<file path="config.mk">
export PLATFORM = sky130hd
export DESIGN_NAME = mul_job_sequencer_flat
export DESIGN_NICKNAME = d
export VERILOG_FILES = /design/src/rtl/mul_pkg.sv /design/src/rtl/mul_job_sequencer_if.sv /design/src/rtl/mul_timeout_counter.sv /design/src/rtl/mul_job_sequencer.sv /design/src/flat_wrapper.sv
export SDC_FILE = /design/constraint.sdc
export NUM_CORES = 1
export LEC_CHECK = 0
export CAP_MARGIN = 20
export CORE_UTILIZATION = 47
export DETAILED_ROUTE_END_ITERATION = 10
export PLACE_DENSITY_LB_ADDON = 0.3
export SLEW_MARGIN = 5
export SYNTH_ARGS = -nofsm -noshare
export SYNTH_HDL_FRONTEND = slang
export SYNTH_HIERARCHICAL = 1
export SYNTH_SLANG_ARGS = --single-unit
</file>
<file path="constraint.sdc">
create_clock -name clk -period 3 [get_ports clk]
set_input_delay 0.6 -clock clk [delete_from_list [all_inputs] [get_ports clk]]
set_output_delay 0.6 -clock clk [all_outputs]
set_load 0.01 [all_outputs]
</file>
<file path="src/rtl/mul_pkg.sv">
// Shared types and helpers for the multiplier job sequencer.
package mul_pkg;

  localparam int W_DEF = 16;

  // One-hot-free binary encoding of the sequencer's job phases.
  typedef enum logic [2:0] {
    INIT,
    IDLE,
    START,
    LOAD_A,
    LOAD_B,
    WAIT,
    RESTART,
    OUT
  } state_e;

  // Product width for a W-bit operand pair.
  function automatic int prod_w(input int w);
    return 2 * w;
  endfunction

endpackage

</file>
<file path="src/rtl/mul_job_sequencer_if.sv">
// Operand stream, core control/data bus and result stream of the sequencer.
interface mul_job_sequencer_if #(
  parameter int W = mul_pkg::W_DEF
);
  localparam int PW = mul_pkg::prod_w(W);

  logic          in_valid;
  logic          in_ready;
  logic [W-1:0]  in_a;
  logic [W-1:0]  in_b;
  logic          mul_start;
  logic [W-1:0]  mul_data;
  logic          mul_restart;
  logic          mul_done;
  logic [PW-1:0] mul_product;
  logic          out_valid;
  logic          out_ready;
  logic [PW-1:0] out_data;
  logic          out_err;

  // Sequencer side.
  modport slave (
    input  in_valid, in_a, in_b, mul_done, mul_product, out_ready,
    output in_ready, mul_start, mul_data, mul_restart, out_valid, out_data, out_err
  );

  // Environment side: operand producer, core and result consumer.
  modport master (
    output in_valid, in_a, in_b, mul_done, mul_product, out_ready,
    input  in_ready, mul_start, mul_data, mul_restart, out_valid, out_data, out_err
  );

endinterface

</file>
<file path="src/rtl/mul_timeout_counter.sv">
// Saturating WAIT-phase cycle counter; flags the last permitted cycle.
module mul_timeout_counter #(
  parameter int TIMEOUT = 70000
) (
  input  logic clk,
  input  logic rst_n,
  input  logic clear,
  input  logic enable,
  output logic expired
);
  localparam int TW = $clog2(TIMEOUT);
  localparam logic [TW-1:0] LAST = TW'(TIMEOUT - 1);

  logic [TW-1:0] cnt;

  // Count enabled cycles, holding at the expiry value instead of wrapping.
  always_ff @(posedge clk or negedge rst_n) begin
    if (!rst_n) begin
      cnt <= '0;
    end else if (clear) begin
      cnt <= '0;
    end else if (enable && (cnt != LAST)) begin
      cnt <= cnt + TW'(1);
    end
  end

  assign expired = (cnt == LAST);

endmodule

</file>
<file path="src/rtl/mul_job_sequencer.sv">
// Front-end for the repeated-addition multiplier core: one job in flight,
// zero-operand bypass and a bounded wait for the core's done.
module mul_job_sequencer
  import mul_pkg::*;
#(
  parameter int W       = W_DEF,
  parameter int TIMEOUT = 70000
) (
  input  logic clk,
  input  logic rst_n,
  mul_job_sequencer_if.slave bus
);
  localparam int PW = prod_w(W);

  state_e        state;
  state_e        state_nxt;
  logic [W-1:0]  a_q;
  logic [W-1:0]  b_q;
  logic [PW-1:0] res_q;
  logic          err_q;

  logic          in_ready_d;
  logic          start_d;
  logic          restart_d;
  logic          out_valid_d;
  logic [W-1:0]  data_d;
  logic          tmr_clear;
  logic          tmr_en;
  logic          tmr_expired;

  mul_timeout_counter #(
    .TIMEOUT (TIMEOUT)
  ) u_timeout (
    .clk     (clk),
    .rst_n   (rst_n),
    .clear   (tmr_clear),
    .enable  (tmr_en),
    .expired (tmr_expired)
  );

  // State register; reset lands in INIT so the core is always restarted.
  always_ff @(posedge clk or negedge rst_n) begin
    if (!rst_n) begin
      state <= INIT;
    end else begin
      state <= state_nxt;
    end
  end

  // Next-state logic and state-decoded outputs.
  always_comb begin
    state_nxt   = state;
    in_ready_d  = 1'b0;
    start_d     = 1'b0;
    restart_d   = 1'b0;
    out_valid_d = 1'b0;
    data_d      = '0;
    tmr_clear   = 1'b0;
    tmr_en      = 1'b0;
    unique case (state)
      INIT: begin
        restart_d = 1'b1;
        state_nxt = IDLE;
      end
      IDLE: begin
        in_ready_d = 1'b1;
        if (bus.in_valid) begin
          state_nxt = ((bus.in_a == '0) || (bus.in_b == '0)) ? OUT : START;
        end
      end
      START: begin
        start_d   = 1'b1;
        data_d    = a_q;
        state_nxt = LOAD_A;
      end
      LOAD_A: begin
        data_d    = a_q;
        state_nxt = LOAD_B;
      end
      LOAD_B: begin
        data_d    = b_q;
        tmr_clear = 1'b1;
        state_nxt = WAIT;
      end
      WAIT: begin
        data_d = b_q;
        tmr_en = 1'b1;
        if (bus.mul_done || tmr_expired) begin
          state_nxt = RESTART;
        end
      end
      RESTART: begin
        restart_d = 1'b1;
        state_nxt = OUT;
      end
      OUT: begin
        out_valid_d = 1'b1;
        if (bus.out_ready) begin
          state_nxt = IDLE;
        end
      end
      default: state_nxt = INIT;
    endcase
  end

  // Operand capture on accept; result capture on done (wins) or timeout.
  always_ff @(posedge clk or negedge rst_n) begin
    if (!rst_n) begin
      a_q   <= '0;
      b_q   <= '0;
      res_q <= '0;
      err_q <= 1'b0;
    end else begin
      case (state)
        IDLE: begin
          if (bus.in_valid) begin
            a_q   <= bus.in_a;
            b_q   <= bus.in_b;
            res_q <= '0;
            err_q <= 1'b0;
          end
        end
        WAIT: begin
          if (bus.mul_done) begin
            res_q <= bus.mul_product;
            err_q <= 1'b0;
          end else if (tmr_expired) begin
            res_q <= '0;
            err_q <= 1'b1;
          end
        end
        default: ;
      endcase
    end
  end

  assign bus.in_ready    = in_ready_d;
  assign bus.mul_start   = start_d;
  assign bus.mul_data    = data_d;
  assign bus.mul_restart = restart_d;
  assign bus.out_valid   = out_valid_d;
  assign bus.out_data    = res_q;
  assign bus.out_err     = err_q;

endmodule

</file>
<file path="src/flat_wrapper.sv">
// flat-port wrapper written by rule: the top's interface ports become plain ports
module mul_job_sequencer_flat import mul_pkg::*;
#(
  parameter int W       = W_DEF,
  parameter int TIMEOUT = 70000
)
  (clk, rst_n, bus_in_valid, bus_in_a, bus_in_b, bus_mul_done, bus_mul_product, bus_out_ready, bus_in_ready, bus_mul_start, bus_mul_data, bus_mul_restart, bus_out_valid, bus_out_data, bus_out_err);
  mul_job_sequencer_if #(.W(W)) bus_i ();
  input  logic clk;
  input  logic rst_n;
  input wire logic [$bits(bus_i.in_valid)-1:0] bus_in_valid;
  input wire logic [$bits(bus_i.in_a)-1:0] bus_in_a;
  input wire logic [$bits(bus_i.in_b)-1:0] bus_in_b;
  input wire logic [$bits(bus_i.mul_done)-1:0] bus_mul_done;
  input wire logic [$bits(bus_i.mul_product)-1:0] bus_mul_product;
  input wire logic [$bits(bus_i.out_ready)-1:0] bus_out_ready;
  output wire logic [$bits(bus_i.in_ready)-1:0] bus_in_ready;
  output wire logic [$bits(bus_i.mul_start)-1:0] bus_mul_start;
  output wire logic [$bits(bus_i.mul_data)-1:0] bus_mul_data;
  output wire logic [$bits(bus_i.mul_restart)-1:0] bus_mul_restart;
  output wire logic [$bits(bus_i.out_valid)-1:0] bus_out_valid;
  output wire logic [$bits(bus_i.out_data)-1:0] bus_out_data;
  output wire logic [$bits(bus_i.out_err)-1:0] bus_out_err;
  assign bus_i.in_valid = bus_in_valid;
  assign bus_i.in_a = bus_in_a;
  assign bus_i.in_b = bus_in_b;
  assign bus_i.mul_done = bus_mul_done;
  assign bus_i.mul_product = bus_mul_product;
  assign bus_i.out_ready = bus_out_ready;
  assign bus_in_ready = bus_i.in_ready;
  assign bus_mul_start = bus_i.mul_start;
  assign bus_mul_data = bus_i.mul_data;
  assign bus_mul_restart = bus_i.mul_restart;
  assign bus_out_valid = bus_i.out_valid;
  assign bus_out_data = bus_i.out_data;
  assign bus_out_err = bus_i.out_err;
  mul_job_sequencer #(.W(W), .TIMEOUT(TIMEOUT)) u_core (.clk(clk), .rst_n(rst_n), .bus(bus_i));
endmodule
</file>
Yosys cells after proc, flatten, opt, wreduce, memory -nomap -nowiden
Cells that the tools add are included.
Widths: inputs -> output; s select.
{ "op_classes": {"n_addsub": 1, "reduce_logical": 14, "eq_ne": 13, "mux": 22} }
{ "ops": {"columns": ["cell", "n"], "rows": [
  ["$mux 32", 3],
  ["$pmux 32 s2", 1],
  ["$mux 17", 2],
  ["$logic_not 16->1", 2],
  ["$pmux 16 s2", 1],
  ["$pmux 3 s8", 1],
  ["$add 17x1->17 const B", 1],
  ["$eq 17x17->1 const B", 1],
  ["$ne 17x17->1 const B", 1],
  ["$eq 3x3->1 const B", 4],
  ["$mux 3", 4],
  ["$mux 1", 9],
  ["$eq 3x2->1 const B", 2],
  ["$reduce_and 3->1", 2],
  ["$reduce_or 2->1", 3],
  ["$ne 2x2->1 const B", 2],
  ["$reduce_bool 2->1", 2],
  ["$eq 3x1->1 const B", 1],
  ["$logic_not 3->1", 1],
  ["$ne 3x2->1 const B", 1],
  ["$logic_or 1x1->1", 2],
  ["$ne 2x1->1 const B", 1],
  ["$pmux 1 s2", 1],
  ["$reduce_and 2->1", 1],
  ["$logic_and 1x1->1", 1]
]} }
{ "word_totals": {"register_bits": 85, "out_inout_bits": 53} }

Logic depth before layout (Yosys ltp)
{ "depth": {"depth_word": 5, "depth_mapped": 7} }

Cells and area by module
Netlist, hierarchy kept.
{ "modules_own_cells": {"columns": ["module", "area_each_um2", "cells_each", "instances"], "rows": [
  ["mul_job_sequencer", 3016.6, 227, 1],
  ["mul_timeout_counter", 952.2, 100, 1]
]} }

Worst setup path before layout
OpenSTA, ideal clock, no wires.
{ "synth_timing": {"path_kind": "register to output", "start": "register u_core.state[1]", "end": "output bus_mul_data[10]", "required_time_ns": 2.400, "arrival_time_ns": 1.472, "path_slack_ns": 0.928, "path_stages_with_launch": 7, "cell_sequence": "dfrtp_1 -> inv_1 -> ha_1 -> clkbuf_1 -> clkbuf_1 -> a22oi_1 -> nor2_1"} }
{ "synth_via": {"elab_chain_cells": 3} }
{ "synth_lines": {"columns": ["item", "line", "rtl"], "rows": [
  ["start, declared", "mul_job_sequencer.sv:15", "state_e state;"],
  ["start signal, assigned", "mul_job_sequencer.sv:46", "state <= state_nxt;"],
  ["$eq 3x3->1 / $eq 3x2->1 (equally long branches)", "mul_job_sequencer.sv:60", "unique case (state)"],
  ["$reduce_or 2->1 (no source line)", null, null],
  ["$pmux 16 s2 (*)", "mul_job_sequencer.sv:60", null],
  ["end, declared", "flat_wrapper.sv:19", "output wire logic [$bits(bus_i.mul_data)-1:0] bus_mul_data;"]
]} }
Mark *: on every way between the ends. The rest lies on a longest branch, timed or not.

Worst setup path after layout
{ "layout_timing": {"start": "register u_core.state[1]", "end": "output bus_mul_data[8]"} }
Same word-level chain as after synthesis.

==> results.md <==
- Setup violations, final: 0
- Share of cells above drive strength 1: 14.22%
- I/O pin total: 122
- Drt first-iter violations: 172
- Post-place setup slack: 453.5 ps
- Drt drc: 0
- FMAX: around 360 MHz
- Antenna diodes: 0
- Tcrit/Tclk final: 92.24%
- Vias per cell: 5.587
- Ys async rst share: 100.0%
- Synth area leaders: dfrtp_1, mux2_4, a22o_1
- Max clock buf depth: 2
- CTS clk-pin slew, worst paths: 90 ps
- Syn. warnings: 6
- Placed Area: between 5000 and 6000 um^2
- Die area: approximately 8800 um^2
- Vias: 3101
- Outcome: finished clean
- RSZ-0062 raised after global routing: no
- Endpoint type of the worst setup path: output pin
- Die width: about 94 um
- Peak VDD IR: 0.3957 mV
- Leak pwr: approximately 0.0023 uW
- Vias in the first global route: 2981
- Fin util: between 60% and 70%
- Min Tclk post-route: ~2800 ps
- Commonest non-fill, non-tap cell in the layout: clkdlybuf4s50_1
- Worst-Margin Slew: 644.9 ps
- Commonest non-fill, non-tap cells in the layout: clkdlybuf4s50_1, dfrtp_1, nor2_1, a22o_1, mux2_4
- Largest net degree at the start of global routing: 46
- Initial Utilization: 48.55%
- Area grow syn2layout: 37.33%
- Max transition margin: 56.61%
- Fin. Hold Viols: 0
- Final WS setup: 232.7 ps
- Final Instance Area: 5450 um^2
- Post-CTS Setup Inserts: 0
- CP Class: flip-flop to output pin
- Mux cell area share after synthesis: 12.20%
- Primary FF master, synth: dfrtp_1
- Routed WL: around 9400 um
- Wire length per cell: 16.91 um
- Slew Viols, Final: 0
- Mapped Cells: 327
- Distinct cells, synth: 45
- Adder-cell share of the synthesized area: 0.9458%
- CTS buffer count: 9
- Leading area contributor after synthesis: dfrtp_1
- Largest family of logic cells by synthesized area: compound AO/OA/AOI/OAI gates
- Max cap viols: 0
- GRT Residual Overflow: 0
- Post-synth EDFFs: 0
- Worst-skew pair later-pin latency: 360 ps
- Port bufs: 121
- Final ANT Viol Nets: 0
- Clock sink count: 85
- Net Count, Synth: 399
- Critical R2R Launch: u_core/u_timeout/cnt[0]$_DFFE_PN0P_
- Post-synthesis compound-gate area fraction: between 10% and 20%
- First-pass GRT wire length: around 15000 um
- Simple-Gate Fraction of Synth Area: 13.46%
- Xor/xnor share of the synthesized area: 1.103%
- CTS tree: built
- Fin cells: 555
- Avg Inst Size Synth: 12.14 um^2
- Seq/Total Area, Yosys: 53.59%
- Initial antenna violation count: 0
- Placed instance count: between 500 and 600
- First-pass iteration count of the detailed router: 6
- Post-DP HPWL: 6775 um
- Die H: roughly 94 um
- Critical path startpoint: u_core/state[1]$_DFFE_PN0P_
- WP data required: 2400 ps
- Clock skew: 12.53 ps
- Root cell of the clock tree: clkbuf_8
- Share of the synthesized area in the top cell type: about 54%
- Placer Congestion: about 0.84
- Final #Nets: 517
- TNS Setup: 0 ps
- Seq cells post-synth: 85
- Critical path launch point type: flip-flop
- Mapped cell area: 3969 um^2
- PD cells: 902.1 nW/um^2
- CP max FO: 16
- Row count: 33
- Core outline area: a little over 8000 um^2
- All-Layer GR Usage: 21.80%
- Hold WC Path Type: primary input to asynchronous set/reset pin
- H-Tree Depth: 3
- Worst Path Arrival: 2170 ps
-- path summary, 6_finish.rpt --
check                                                       endpoint  slack, ps  cells past startpoint
worst min-delay path                      u_core/b_q[14]$_DFFE_PN0P_        210                      1
worst min register to register   u_core/bus.out_data[24]$_DFFE_PN0P_        500                      1
worst max register to register   u_core/bus.out_data[19]$_DFFE_PN0P_        710                      6
worst max-delay path                                 bus_mul_data[8]        230                      6
max in group asynchronous       u_core/u_timeout/cnt[13]$_DFFE_PN0P_       2170                      2
min in group clk                 u_core/bus.out_data[24]$_DFFE_PN0P_        500                      1
-- worst max-delay path, cell delays in order, from the launching register on --
cell	delay, ps
dfrtp_1	490
inv_1	130
ha_2	170
buf_4	220
a22oi_1	120
nor2_1	120
clkdlybuf4s50_1	560
-- registers in the layout (all words and copies together), names as in the netlist --
| signal | count |
|---|---|
| u_core/a_q | 16 |
| u_core/b_q | 16 |
| u_core/bus.out_data | 32 |
| u_core/bus.out_err | 1 |
| u_core/state | 3 |
| u_core/u_timeout/cnt | 17 |
-- metal layers --
layer / GRT usage (%) / up-vias / share of wire, %
met3: 5.097 / 13 / 6.0
li1: - / 1458 / -
met4: 8.590 / 0 / 2.0
met1: 30.37 / 1529 / 47
met5: 0 / - / 0
met2: 32.91 / 101 / 45
-- cell usage after synthesis, types with 5 or more instances --
cell type  number
dfrtp_1        85
a22o_1         32
nor2_1         32
mux2_4         30
a22oi_1        16
a21oi_1        12
nand2_1        12
clkbuf_1       10
nand3_1         9
nor4_1          9
nand4_1         7
buf_2           6
and3_1          5
buf_6           5
o21ai_0         5
-- cell families after synthesis --
group / count (synthesis)
AOI/OAI and AO/OA: 78
xor gates and xnor gates: 5
adders and majority gates: 3
buffers and inverters: 25
DFF: 85
muxes: 33
and+or+nand+nor: 98
-- area by class of cell --
cell class                 instances  area [um^2]
clock inverter                     6        47.55
sequential                        85         2127
fill                             632         2725
tap                              105        131.4
clock buffer                      10        127.6
timing repair buffer             129         1301
multi-input combinational        217         1704
inverter                           3        11.26
-- through the flow --
stage | total power [uW] | hold WS, ps
finish | 4917 | 213.8
global route | 5208 | 251.9
CTS | 4908 | 230.0
detailed placement | 4173 | 482.1
global placement | 4116 | 481.1
floorplan | 3178 | 304.4
-- power breakdown --
group	switching (uW)	total [uW]	internal [uW]
registers	288	1860	1580
clock network	419	723	305
logic	983	2330	1350
-- timing repair --
action | 4_1_cts | 5_1_grt
hold buffers | 0 | 0
endpoints found under the setup margin | 0 | 5
resized for setup | 0 | 1
Note: power is estimated with default switching activity, not from simulation.
